===== config.mk =====
export PLATFORM = sky130hd
export DESIGN_NAME = mmio_bridge
export DESIGN_NICKNAME = d
export VERILOG_FILES = /design/src/rtl/mmio_bridge.sv
export SDC_FILE = /design/constraint.sdc
export NUM_CORES = 1
export LEC_CHECK = 0
export BUFFER_PORTS_ARGS = -buffer_cell sky130_fd_sc_hd__buf_2
export CAP_MARGIN = 20
export CORE_MARGIN = 4
export CORE_UTILIZATION = 42
export CTS_CLUSTER_DIAMETER = 40
export DETAILED_ROUTE_END_ITERATION = 12
export GPL_TIMING_DRIVEN = 0
export SLEW_MARGIN = 40
export SYNTH_ARGS = -nofsm -noshare
export SYNTH_HDL_FRONTEND = slang
export SYNTH_SLANG_ARGS = --single-unit

===== constraint.sdc =====
create_clock -name clock -period 14.1 [get_ports clock]
set_input_delay 2.115 -clock clock [delete_from_list [all_inputs] [get_ports clock]]
set_output_delay 2.115 -clock clock [all_outputs]
set_load 0.01 [all_outputs]

===== src/rtl/mmio_bridge.sv =====
// mmio_bridge: MEM-stage to Avalon-MM bridge with per-channel shadow registers,
// a posted write buffer and reads ordered behind pending writes. Option: MMIO_READBACK_EN.
module mmio_bridge #(
    parameter int                ADDR_W     = 32,
    parameter int                DATA_W     = 32,
    parameter int                NUM_CH     = 4,
    parameter logic [ADDR_W-1:0] BASE_ADDR  = ADDR_W'(32'h108),
    parameter int                CH_STRIDE  = 4,
    parameter int                WBUF_DEPTH = 4
) (
    input  logic                     clock,
    input  logic                     clear,
    input  logic [ADDR_W-1:0]        mem_addr,
    input  logic                     mem_read,
    input  logic                     mem_write,
    input  logic [DATA_W-1:0]        mem_wdata,
    output logic                     mem_hit,
    output logic [DATA_W-1:0]        mem_rdata,
    output logic                     stall,
    output logic [ADDR_W-1:0]        av_address,
    output logic                     av_read_n,
    output logic                     av_write_n,
    output logic [DATA_W-1:0]        av_writedata,
    input  logic [DATA_W-1:0]        av_readdata,
    input  logic                     av_waitrequest,
    output logic [NUM_CH*DATA_W-1:0] shadow_out
);

    localparam int AW  = $clog2(WBUF_DEPTH);
    localparam int SW  = $clog2(CH_STRIDE);
    localparam int CHW = (NUM_CH > 1) ? $clog2(NUM_CH) : 1;
    localparam logic [ADDR_W-1:0] SPAN       = ADDR_W'(NUM_CH * CH_STRIDE);
    localparam logic [ADDR_W-1:0] ALIGN_MASK = ADDR_W'(CH_STRIDE - 1);

    typedef enum logic [2:0] {
        IDLE     = 3'd0,
        WR       = 3'd1,
        RD_DRAIN = 3'd2,
        RD       = 3'd3,
        RD_DONE  = 3'd4
    } state_t;

    state_t state_r, state_n;

    logic [ADDR_W-1:0]        off_s;
    logic [CHW-1:0]           ch_s;
    logic                     hit_s, wr_hit_s, rd_hit_s;
    logic [AW:0]              wptr_r, rptr_r, wptr_n, rptr_n;
    logic                     full_s, empty_s, empty_n;
    logic                     push_s, pop_s, rd_cap_s, rb_serve_s;
    logic                     wr_strobe_n_s, rd_strobe_n_s;
    logic [DATA_W-1:0]        rdata_r;
    logic [NUM_CH*DATA_W-1:0] shadow_r;
    logic [ADDR_W-1:0]        buf_addr_r [WBUF_DEPTH];
    logic [DATA_W-1:0]        buf_data_r [WBUF_DEPTH];

    // Addresses below BASE_ADDR wrap to a huge offset and fall outside SPAN
    assign off_s    = mem_addr - BASE_ADDR;
    assign hit_s    = (off_s < SPAN) && ((off_s & ALIGN_MASK) == {ADDR_W{1'b0}});
    assign ch_s     = CHW'(off_s >> SW);
    assign wr_hit_s = hit_s & mem_write;
    assign rd_hit_s = hit_s & mem_read & ~mem_write;
    assign mem_hit  = hit_s;

    assign full_s  = (wptr_r[AW] != rptr_r[AW]) && (wptr_r[AW-1:0] == rptr_r[AW-1:0]);
    assign empty_s = (wptr_r == rptr_r);
    assign push_s  = wr_hit_s & ~full_s;
    assign pop_s   = ((state_r == WR) || (state_r == RD_DRAIN)) & ~av_write_n & ~av_waitrequest;
    assign rd_cap_s = (state_r == RD) & ~av_read_n & ~av_waitrequest;
    assign wptr_n  = push_s ? (wptr_r + {{AW{1'b0}}, 1'b1}) : wptr_r;
    assign rptr_n  = pop_s  ? (rptr_r + {{AW{1'b0}}, 1'b1}) : rptr_r;
    assign empty_n = (wptr_n == rptr_n);

`ifdef MMIO_READBACK_EN
    assign rb_serve_s = rd_hit_s & empty_s & (state_r == IDLE);
`else
    assign rb_serve_s = 1'b0;
`endif

    assign wr_strobe_n_s = ((state_n == WR) || (state_n == RD_DRAIN)) && !empty_n;
    assign rd_strobe_n_s = (state_n == RD);
    assign shadow_out    = shadow_r;

    // Next-state logic
    always_comb begin
        state_n = state_r;
        case (state_r)
            IDLE: begin
                if (rd_hit_s && !rb_serve_s) begin
                    state_n = RD_DRAIN;
                end else if (!empty_s) begin
                    state_n = WR;
                end else begin
                    state_n = IDLE;
                end
            end
            WR: begin
                if (pop_s) begin
                    state_n = IDLE;
                end else begin
                    state_n = WR;
                end
            end
            RD_DRAIN: begin
                if (empty_n) begin
`ifdef MMIO_READBACK_EN
                    state_n = IDLE;
`else
                    state_n = RD;
`endif
                end else begin
                    state_n = RD_DRAIN;
                end
            end
            RD: begin
                if (rd_cap_s) begin
                    state_n = RD_DONE;
                end else begin
                    state_n = RD;
                end
            end
            RD_DONE: state_n = IDLE;
            default: state_n = IDLE;
        endcase
    end

    // Stall and read-return data; RD_DONE is the cycle the core takes mem_rdata
    always_comb begin
        stall     = 1'b0;
        mem_rdata = rdata_r;
        if (wr_hit_s && full_s) begin
            stall = 1'b1;
        end else if (rd_hit_s && !rb_serve_s && (state_r != RD_DONE)) begin
            stall = 1'b1;
        end else begin
            stall = 1'b0;
        end
`ifdef MMIO_READBACK_EN
        if (rb_serve_s) begin
            mem_rdata = shadow_r[ch_s*DATA_W +: DATA_W];
        end else begin
            mem_rdata = rdata_r;
        end
`endif
    end

    // Write-buffer storage; validity is tracked by the pointers alone
    always_ff @(posedge clock) begin
        if (push_s) begin
            buf_addr_r[wptr_r[AW-1:0]] <= mem_addr;
            buf_data_r[wptr_r[AW-1:0]] <= mem_wdata;
        end
    end

    // State, pointers, registered Avalon outputs, read register and shadows
    always_ff @(posedge clock or posedge clear) begin
        if (clear) begin
            state_r      <= IDLE;
            wptr_r       <= {(AW+1){1'b0}};
            rptr_r       <= {(AW+1){1'b0}};
            av_address   <= {ADDR_W{1'b0}};
            av_writedata <= {DATA_W{1'b0}};
            av_read_n    <= 1'b1;
            av_write_n   <= 1'b1;
            rdata_r      <= {DATA_W{1'b0}};
            shadow_r     <= {(NUM_CH*DATA_W){1'b0}};
        end else begin
            state_r    <= state_n;
            wptr_r     <= wptr_n;
            rptr_r     <= rptr_n;
            av_write_n <= ~wr_strobe_n_s;
            av_read_n  <= ~rd_strobe_n_s;
            // Address/data load only when a new transfer starts
            if (wr_strobe_n_s && (av_write_n || pop_s)) begin
                av_address   <= buf_addr_r[rptr_n[AW-1:0]];
                av_writedata <= buf_data_r[rptr_n[AW-1:0]];
            end else if (rd_strobe_n_s && av_read_n) begin
                av_address <= mem_addr;
            end
            if (rd_cap_s) begin
                rdata_r <= av_readdata;
            end else if (state_r == RD_DONE) begin
                rdata_r <= {DATA_W{1'b0}};
            end
            if (push_s) begin
                shadow_r[ch_s*DATA_W +: DATA_W] <= mem_wdata;
            end
        end
    end

endmodule

==> results of run 1 <==
worst register-to-register path, delay by kind of cell, from the launching register on:
family,cells,cell delay [ns]
and+or+nand+nor,3,0.78
buffers and inverters,6,2.05
AOI/OAI and AO/OA,1,0.15
xor gates and xnor gates,1,0.19
muxes,1,0.17
DFF,1,0.37
layout make-up:
| class | count | area [um2] |
|---|---|---|
| tap | 607 | 759 |
| clock buffer | 97 | 2160 |
| sequential | 491 | 13600 |
| clock inverter | 43 | 433 |
| fill | 4025 | 21600 |
| multi-input combinational | 1160 | 6110 |
| timing repair buffer | 338 | 1870 |
| inverter | 11 | 48.8 |
| buffer | 102 | 439 |
cell usage after synthesis, drive strengths merged, types with 3 or more instances:
master	n	area, um2
mux2i	66	673
and4	3	26.3
nor4	9	62.6
buf	22	139
nand2b	5	31.3
a21oi	8	43.8
a31oi	34	213
a211oi	3	27.5
nor3b	3	22.5
nand2	622	2330
ha	11	138
o21ai	201	1010
or2	3	21.3
or3	8	55.1
and3	36	225
dfrtp	233	5830
o31ai	3	22.5
nor3	11	60.1
or4	6	45.0
clkbuf	80	300
and2	4	25.0
nand3b	3	22.5
nand3	36	180
xnor2	6	52.6
nand4	4	25.0
nor4b	3	26.3
xor2	8	70.1
mux2	32	432
edfxtp	256	7690
nor2	11	41.3
inv	11	41.3
registers in the layout (all words and copies together), names as in the netlist:
name and flops:
av_address 32, av_write_n 1, av_writedata 32, shadow_out 128, buf_data_r 128, wptr_r 3
state_r 3, buf_addr_r 128, mem_rdata 32, av_read_n 1, rptr_r 3
final timing paths:
check                      cells after the start  slack (ns)           start         endpoint
setup reg to reg                              12       10.30      state_r[2]   av_address[25]
max in group asynchronous                      3       11.84           clear        av_read_n
hold / removal                                 2        0.47  shadow_out[78]   shadow_out[78]
setup / recovery                              11        6.34     mem_addr[3]            stall
min in group asynchronous                      2        1.53           clear  shadow_out[108]
hold reg to reg                                2        0.47  shadow_out[78]   shadow_out[78]
power by group:
| part | leakage [nW] | internal, W | switching, W |
|---|---|---|---|
| Clock | 1.24 | 0.00118 | 0.000701 |
| Sequential | 5.33 | 0.00168 | 0.0000906 |
| Combinational | 4.43 | 0.000688 | 0.00110 |
per-layer routing:
metal | part of all wire | vias up
met1 | 0.42 | 7410
met3 | 0.077 | 87
met2 | 0.49 | 524
met5 | 0.00023 | -
met4 | 0.018 | 4
li1 | - | 6979
through the flow:
step | total power (W) | cell area [um2] | hold WS [ns] | std cells
after floorplan | 0.00295 | 20100 | 0.460 | 1764
after global placement | 0.00358 | 22500 | 0.459 | 2699
after detailed placement | 0.00361 | 22800 | 0.465 | 2709
after CTS | 0.00550 | 25400 | 0.477 | 2849
after global routing | 0.00574 | 25400 | 0.494 | 2849
final | 0.00543 | 25400 | 0.470 | 2849
cells by family (layout without fill, tap and decap cells):
| logic type | after synthesis | in the layout | share of synthesized area |
|---|---|---|---|
| flops | 491 | 491 | 0.674 |
| fa+ha+maj | 11 | 11 | 0.00683 |
| compound gates | 261 | 261 | 0.0713 |
| mux | 98 | 98 | 0.0549 |
| simple gates | 776 | 776 | 0.163 |
| buf+inv | 113 | 591 | 0.0239 |
| xor+xnor | 14 | 14 | 0.00609 |
==> summary.md, run 1 <==
| Metric | Value |
|---|---|
| Final Hold Fails | `0` |
| Post-route DRC | `0` |
| Fin worst setup slack | `between 6 and 7 ns` |
| Vias post-DR | `roughly 15000` |
| Slew HR | `0.477` |
| Leak | `roughly 11 nW` |
| CP Capture Type | `output port` |
| Number of vias per cell | `between 5 and 6` |
| First-pass GRT wire length | `90800 um` |
| CP peak stage delay | `0.58 ns` |
| Final Setup Violations | `0` |
| Max-cap violations | `0` |
| Worst Setup Start Kind | `input port` |
| H-tree depth | `3` |
| Area of the mapped netlist | `around 20000 um2` |
| Final HPWL DP | `approximately 40000 um` |
| Port Buffers | `approximately 330` |
| Number of flops mapped to enable cells by yosys | `256` |
| Initial Util | `0.429` |
| Pin count of the biggest net entering global routing | `70` |
| Diodes inserted | `0` |
| Worst path slowest cell | `nor4_1` |
| CTS Root Cell | `clkbuf_16` |
| Die ar. | `51500 um2` |
| Sequential share of the synthesized area | `0.674` |
| Status | `complete, no violations` |
| Worst path cell trace | `buf_2, inv_1, ha_1, or4b_1, a211oi_2, mux2i_1, o21bai_1, nor4_1, and3_1, a21boi_0, buf_2` |
| Initial antenna violation count | `2` |
| DRT Wirelength | `about 60000 um` |
| M3 GR Usage | `0.0602` |
| Clk_lat worst skew | `around 0.60 ns` |
| Synth Area per Inst | `between 10 and 15 um2` |
| Commonest non-fill, non-tap cell in the layout | `nand2_1` |
| Max Slew Vio Count | `0` |
| Period minus WS final | `just under 8 ns` |
| CP Max Fanout | `10` |
| Post-route ant nets | `0` |
| Gr usage total | `0.231` |
| Synth Flop Type | `edfxtp_1` |
| WP data required | `between 10 and 15 ns` |
| M1 GR Usage | `0.304` |
| CTS resizes | `0` |
| #FFs+latches synth | `~490` |
| IO Pins | `329` |
| CP arrival | `around 5.6 ns` |
| Die X | `around 230 um` |
| Setup TNS | `0 ns` |
| Pre-CTS setup slack | `~6.5 ns` |
| Synth Net Count | `about 1900` |
| Worst vdd ir | `just over 0.09 mV` |
| DR iter-0 viols | `between 1000 and 1500` |
| Post-CTS setup buffer count | `0` |
| WL per Instance | `roughly 21 um` |
| TritonCTS clock tree | `built` |
| Nets | `approximately 2300` |
| M2 GR Usage | `0.383` |
| CTS Buf Count | `76` |
| Die Span Y | `227 um` |
| Total core area | `47000 um2` |
| WS Path Type | `in2out` |
| Sink Count | `roughly 490` |
| Clock slew at reported path FFs | `roughly 0.050 ns` |
| Syn-to-layout area delta | `26.1%` |
| Crit-path leading delay family | `simple AND/OR/NAND/NOR gates` |
| Most used cell, CP | `buf_2` |
| Vias in the first global route | `15000` |
| Row cnt | `between 70 and 80` |
| Post-Syn Instances | `approximately 1800` |
| Library cells used by synthesis | `64` |
| Period utilisation layout | `0.550` |
| Gr ovfl total | `0` |
| Fmax | `around 130 MHz` |
| Top Usage Layer GRT | `met2` |
| Final Util | `0.541` |
| RSZ-0062 raised after global routing | `no` |
| Share of layout cells above drive strength 1 | `0.232` |
| P per Cell Area | `around 210 nW/um2` |
| Gp weighted congestion | `approximately 0.90` |
| Cts hold-fix bufs | `0` |
| Hold/Removal Path Class | `reg2reg` |
| Most frequent cells in the layout | `622 x nand2_1, 331 x buf_2, 256 x edfxtp_1, 233 x dfrtp_1, 200 x o21ai_0` |
| Skew final | `roughly 0.024 ns` |
| Critical path buffers and inverters | `3` |
| Slew @ Worst Pin | `around 0.8 ns` |
| Worst-case clock buffer depth | `3` |
| Ys async rst share | `0.479` |
| DRT Pass-1 Iters | `5` |
| Synth Warn # | `0` |
Power figures use the tool's default switching activity.
==> run 2, diff against run 1 <==
==> constraint.sdc (replaced) <==
create_clock -name clock -period 6.7 [get_ports clock]
set_input_delay 1.005 -clock clock [delete_from_list [all_inputs] [get_ports clock]]
set_output_delay 1.005 -clock clock [all_outputs]
set_load 0.01 [all_outputs]
==> run 2 against run 1 <==
Net effect: register-to-register slack worse by 7.3 ns; via count down 0.24%; non-clock buffer count up 9; highest routed layer unchanged; design area about the same; worst setup slack worse by 5.1 ns; sequential share of layout area about the same; flip-flop and latch count unchanged; hold slack worse by 0.075 ns; critical path type unchanged; largest power group is now combinational logic; clock skew about the same; sequential power up 110%; critical path depth unchanged.
==> summary.md, run 2 (synthesized netlist as in run 1, its figures left out) <==
| Metric | Value |
|---|---|
| CP Capture Type | `output port` |
| Port Buffers | `between 300 and 400` |
| Most used cell, CP | `buf_2` |
| Die ar. | `around 50000 um2` |
| RSZ-0062 raised after global routing | `no` |
| Max-cap violations | `0` |
| Final Hold Fails | `0` |
| H-tree depth | `3` |
| Worst path cell trace | `buf_2, inv_1, ha_1, or4b_1, a211oi_2, mux2i_1, o21bai_1, nor4_1, and3_1, a21boi_0, buf_2` |
| First-pass GRT wire length | `90600 um` |
| Die Span Y | `227 um` |
| Worst Setup Start Kind | `input port` |
| DR iter-0 viols | `~1100` |
| Period minus WS final | `approximately 5.4 ns` |
| Diodes inserted | `0` |
| Final Setup Violations | `0` |
| Reg-to-Reg Start | `state_r[2]` |
| Slew HR | `0.462` |
| Clock slew at reported path FFs | `roughly 0.060 ns` |
| Leak | `roughly 11 nW` |
| WL per Instance | `about 21 um` |
| Row cnt | `79` |
| Slew @ Worst Pin | `roughly 0.8 ns` |
| Cts hold-fix bufs | `0` |
| Fmax | `185 MHz` |
| Crit-path leading delay family | `simple AND/OR/NAND/NOR gates` |
| Worst-case clock buffer depth | `3` |
| Internal power | `~0.0073 W` |
| R2R Setup Slk | `~3.0 ns` |
| DP Cell Count | `2718` |
| Initial Util | `0.429` |
| R2R cell count | `12` |
| CP arrival | `4.41 ns` |
| Sw Ratio | `0.349` |
| Clk_lat worst skew | `around 0.59 ns` |
| Comb pwr share | `0.335` |
| Max Slew Vio Count | `0` |
| Total core area | `47000 um2` |
| Setup TNS | `0 ns` |
| Vias post-DR | `~15000` |
| Clock power share | `0.334` |
| Crit path depth | `11` |
| Period utilisation layout | `0.808` |
| Switching power | `0.00393 W` |
| Skew final | `about 0.024 ns` |
| Crit path launch | `mem_addr[3]` |
| WP data required | `around 5.7 ns` |
| Placed Area | `roughly 23000 um2` |
| Nets | `~2300` |
| Gr ovfl total | `0` |
| DRT Wirelength | `59900 um` |
| TritonCTS clock tree | `built` |
| Number of vias per cell | `5.24` |
| Part of the power in registers | `0.332` |
| Post-route DRC | `0` |
| Commonest non-fill, non-tap cell in the layout | `nand2_1` |
| DRT Pass-1 Iters | `5` |
| Die X | `227 um` |
| CTS Root Cell | `clkbuf_16` |
| CTS Buf Count | `74` |
| IO Pins | `between 300 and 400` |
| Initial antenna violation count | `2` |
| Status | `complete, no violations` |
| CP peak stage delay | `around 0.56 ns` |
| Gr usage total | `0.230` |
| Fin area | `between 20000 and 30000 um2` |
| Most frequent cells in the layout | `622 x nand2_1, 331 x buf_2, 256 x edfxtp_1, 233 x dfrtp_1, 200 x o21ai_0` |
| WS Path Type | `in2out` |
| P per Cell Area | `roughly 440 nW/um2` |
| Critical path buffers and inverters | `3` |
| Syn-to-layout area delta | `26.2%` |
| Fill count | `roughly 4100` |
| Final Power | `~0.011 W` |
| Worst path slowest cell | `or4b_1` |
| Vias in the first global route | `between 15000 and 20000` |
| Share of layout cells above drive strength 1 | `0.234` |
| Worst vdd ir | `between 0.2 and 0.25 mV` |
| Pin count of the biggest net entering global routing | `33` |
| Gp weighted congestion | `about 0.9` |
| Sink Count | `between 400 and 500` |
| Post-route ant nets | `0` |
| Worst hold slack | `between 0.3 and 0.4 ns` |
| Final HPWL DP | `roughly 42000 um` |
| Hold/Removal Path Class | `in2async` |
| Finished Layout Cells | `2854` |
| CP Max Fanout | `10` |
| Post-CTS setup buffer count | `0` |
| CTS resizes | `0` |
[run 2: changes by cell type in the layout (fill, tap and decap cells not counted), sizes merged]
cell / delta
inv: -1
clkinv: +7
clkinvlp: -3
clkbuf: -7
buf: +9
[run 2: final timing paths]
check,end
min in group clock,shadow_out[25]
setup reg to reg,av_address[2]
max in group asynchronous,av_writedata[2]
hold / removal,av_writedata[15]
hold reg to reg,shadow_out[25]
setup / recovery,stall
[run 2: layout make-up]
class	count	area [um2]	share of cell area
plain buffers	102	439	0.0173
repair buffers	347	2050	0.0808
flip-flops and latches	491	13600	0.534
inverters	11	45.0	0.00177
multi-input cells	1160	6110	0.240
well taps	607	759	0.0299
clock inverters	46	427	0.0168
clock buffers	90	2010	0.0789
[run 2: worst register-to-register path, cell delays in order (launching register included)]
cell	delay (ns)
dfrtp_1	0.36
clkbuf_1	0.20
or4_1	0.55
buf_2	0.18
xor2_1	0.18
inv_1	0.10
clkbuf_1	0.39
buf_1	0.67
clkbuf_1	0.51
nand2_1	0.11
nand3_1	0.09
o21ai_0	0.12
mux2i_1	0.18
[run 2: power by group through the flow]
stage                     Clock (W)  Combinational, W  Sequential, W
after floorplan                   0           0.00229        0.00391
after global placement            0           0.00376        0.00378
after detailed placement          0           0.00383        0.00379
after CTS                   0.00382           0.00385        0.00373
after global routing        0.00396           0.00416        0.00377
final                       0.00375           0.00376        0.00373
[run 2: through the flow]
step	utilization	worst slack (ns)
floorplan	-	1.61
global placement	0.480	-0.813
detailed placement	0.489	1.31
CTS	0.541	1.33
global route	0.541	1.04
finish	0.541	1.29
[run 2: layer usage]
metal,wire length [um],GRT usage
met1,24400,0.296
met4,1400,0.0693
met3,4560,0.0619
met5,26,0
met2,29500,0.386
==> run 3, diff against run 2 <==
--- a/config.mk
+++ b/config.mk
@@ -5,6 +5,7 @@
 export SDC_FILE = /design/constraint.sdc
 export NUM_CORES = 1
 export LEC_CHECK = 0
+export ABC_AREA = 1
 export BUFFER_PORTS_ARGS = -buffer_cell sky130_fd_sc_hd__buf_2
 export CAP_MARGIN = 20
 export CORE_MARGIN = 4
==> constraint.sdc (replaced) <==
create_clock -name clock -period 5.4 [get_ports clock]
set_input_delay 0.81 -clock clock [delete_from_list [all_inputs] [get_ports clock]]
set_output_delay 0.81 -clock clock [all_outputs]
set_load 0.01 [all_outputs]
==> run 3 against run 2 <==
Net effect: die area rose by 4.7%; sequential share of layout area fell by 3.4 points; combinational power rose by 24%; critical path type is now in2reg; critical endpoint is now av_address[31]; non-clock buffer count rose by 35; wire length rose by 14%; design area rose by 6.8%; final cell count rose by 14%.
==> summary.md, run 3 <==
| Metric | Value |
|---|---|
| Status | `complete, no violations` |
| Max-cap violations | `0` |
| Top-area cell type share of the netlist area | `0.364` |
| Gp weighted congestion | `0.916` |
| Placed Area | `about 24000 um2` |
| Worst-case clock buffer depth | `3` |
| Gr usage total | `0.248` |
| Number of flops mapped to enable cells by yosys | `approximately 260` |
| Post-CTS setup buffer count | `0` |
| Reg-to-Reg Start | `state_r[2]` |
| DRT Wirelength | `around 68000 um` |
| R2R cell count | `11` |
| Library cells used by synthesis | `36` |
| Die X | `232 um` |
| Slew HR | `0.412` |
| #FFs+latches synth | `about 490` |
| CTS Root Cell | `clkbuf_16` |
| WS Path Type | `in2reg` |
| Die Span Y | `approximately 230 um` |
| Post-Synth Adder-Cell Area | `0.00652` |
| Skew final | `0.0195 ns` |
| DRT Pass-1 Iters | `5` |
| FF-to-FF End | `av_address[31]` |
| CP Max Fanout | `10` |
| Final Util | `0.549` |
| Diodes inserted | `0` |
| Area leader, netlist | `edfxtp_1` |
| DR iter-0 viols | `1280` |
| Clock slew at reported path FFs | `0.06 ns` |
| Post-Syn Instances | `2086` |
| Worst Setup Start Kind | `input port` |
| Multi-input logic area | `~6700 um2` |
| Cts hold-fix bufs | `0` |
| Largest family of logic cells by synthesized area | `simple AND/OR/NAND/NOR gates` |
| RSZ-0062 raised after global routing | `no` |
| Gr ovfl total | `0` |
| Synth Warn # | `0` |
| Pin count of the biggest net entering global routing | `26` |
| H-tree depth | `3` |
| Top-count cell post-synth | `nand2_1` |
| Ys async rst share | `0.479` |
| Port Buffers | `approximately 330` |
| CP arrival | `approximately 4.9 ns` |
| Most frequent cells in the layout | `545 x nand2_1, 341 x buf_2, 256 x edfxtp_1, 233 x dfrtp_1, 213 x o21ai_0` |
| Commonest cells post-synth | `545 x nand2_1, 256 x edfxtp_1, 233 x dfrtp_1, 213 x o21ai_0, 200 x nor2_1` |
| Synth Area in Simple Gates | `0.202` |
| Fmax | `228 MHz` |
| Hold/Removal Path Class | `in2async` |
| Commonest non-fill, non-tap cell in the layout | `nand2_1` |
| Row cnt | `around 80` |
| Mux contribution to synthesized area | `0` |
| WP data required | `around 5.9 ns` |
| Syn-to-layout area delta | `28.4%` |
| Share of layout cells above drive strength 1 | `0.225` |
| Initial antenna violation count | `2` |
| Number of vias per cell | `between 5 and 6` |
| Max Slew Vio Count | `0` |
| Vias post-DR | `17300` |
| Initial Util | `0.428` |
| R2R Setup Slk | `roughly 1.7 ns` |
| Leak | `11.8 nW` |
| Clk_lat worst skew | `0.61 ns` |
| Period utilisation layout | `0.812` |
| Die ar. | `about 54000 um2` |
| Synth Net Count | `~2200` |
| Post-Synth XOR/XNOR Area | `0.000829` |
| TritonCTS clock tree | `built` |
| Final HPWL DP | `slightly below 50000 um` |
| Post-synthesis compound-gate area fraction | `0.105` |
| Worst vdd ir | `between 0.2 and 0.25 mV` |
| Post-route ant nets | `0` |
| Worst hold slack | `0.219 ns` |
| Nets | `approximately 2600` |
| Final Hold Fails | `0` |
| Fin area | `about 27000 um2` |
| Sink Count | `just under 500` |
| Sequential share of the synthesized area | `0.643` |
| Register cell area after layout | `around 14000 um2` |
| WL per Instance | `between 20 and 25 um` |
| CP Capture Type | `flip-flop` |
| CTS Buf Count | `80` |
| First-pass GRT wire length | `103000 um` |
| Vias in the first global route | `between 15000 and 20000` |
| Post-route DRC | `0` |
| CTS resizes | `0` |
| P per Cell Area | `approximately 540 nW/um2` |
| Synth area leaders | `edfxtp_1 36%, dfrtp_1 28%, nand2_1 9.7%` |
| Fill count | `4322` |
| Area of the mapped netlist | `21100 um2` |
| Synth Flop Type | `edfxtp_1` |
| Period minus WS final | `4.39 ns` |
| Total core area | `around 50000 um2` |
| Final Setup Violations | `0` |
| Slew @ Worst Pin | `0.883 ns` |
| IO Pins | `between 300 and 400` |
| Synth Area per Inst | `just over 10 um2` |
run 3: layout make-up:
cell class | instances | share of cell area
Sequential cell | 491 | 0.500
Multi-Input combinational cell | 1371 | 0.246
Timing Repair Buffer | 355 | 0.0834
Clock buffer | 96 | 0.0829
Tap cell | 664 | 0.0306
Clock inverter | 54 | 0.0229
Buffer | 129 | 0.0207
Inverter | 95 | 0.0133
run 3: per-stage QoR:
step                setup TNS (ns)  setup WS [ns]  cells  total power (W)
floorplan                    -6.33        -0.0247   2086          0.00749
global placement           -871.34          -3.43   3077          0.00925
detailed placement               0          0.464   3105          0.00936
CTS                              0           1.11   3255           0.0147
global route                     0          0.710   3255           0.0154
finish                           0           1.01   3255           0.0146
run 3: layer usage:
layer | up-vias | GRT usage | wire length [um]
met5 | - | 0 | 0
met4 | 0 | 0.0824 | 1610
met3 | 100 | 0.0624 | 5670
met2 | 670 | 0.414 | 33200
met1 | 8465 | 0.318 | 27600
li1 | 8085 | - | -
run 3: worst max-delay path by stage:
stage / start / end / slack (ns) / depth (start not counted)
after global routing: mem_addr[3] / av_writedata[30] / 0.71 / 26
after detailed placement: mem_addr[3] / av_writedata[0] / 0.46 / 26
after global placement: mem_addr[3] / buf_addr_r[0][10] / -3.43 / 16
final: mem_addr[3] / av_address[31] / 1.01 / 27
after CTS: mem_addr[3] / av_writedata[27] / 1.11 / 25
after floorplan: mem_addr[3] / buf_addr_r[0][0] / -0.02 / 16
run 3: worst max-delay path, cell delays in order:
cell	delay (ns)
buf_2	0.26
inv_1	0.25
ha_1	0.29
inv_2	0.08
nor2_1	0.05
nand2_1	0.09
nand2_2	0.15
nand2_1	0.15
nand2_1	0.06
nand2_1	0.14
nand3b_1	0.10
nor2_1	0.16
nand2_1	0.07
nor2_1	0.11
nand4_1	0.41
nand2_1	0.19
nand3_1	0.09
nand2_1	0.11
nor2_4	0.06
nand3_2	0.10
nand3_2	0.27
nand3_4	0.19
buf_6	0.22
buf_6	0.18
nand2_1	0.06
nand2_1	0.13
nand2_1	0.08
run 3: cell families after synthesis:
| group | after synthesis |
|---|---|
| AND/OR/NAND/NOR | 996 |
| AO/OA/AOI/OAI | 362 |
| flip-flops | 491 |
| adder cells (fa/ha/maj) | 11 |
| XOR/XNOR | 2 |
| buffers and inverters | 224 |
run 3: power by group:
part | total, W | leakage (nW) | switching [W] | internal [W]
Combinational | 0.00468 | 5.06 | 0.00314 | 0.00154
Clock | 0.00534 | 1.37 | 0.00193 | 0.00341
Sequential | 0.00458 | 5.40 | 0.000214 | 0.00436
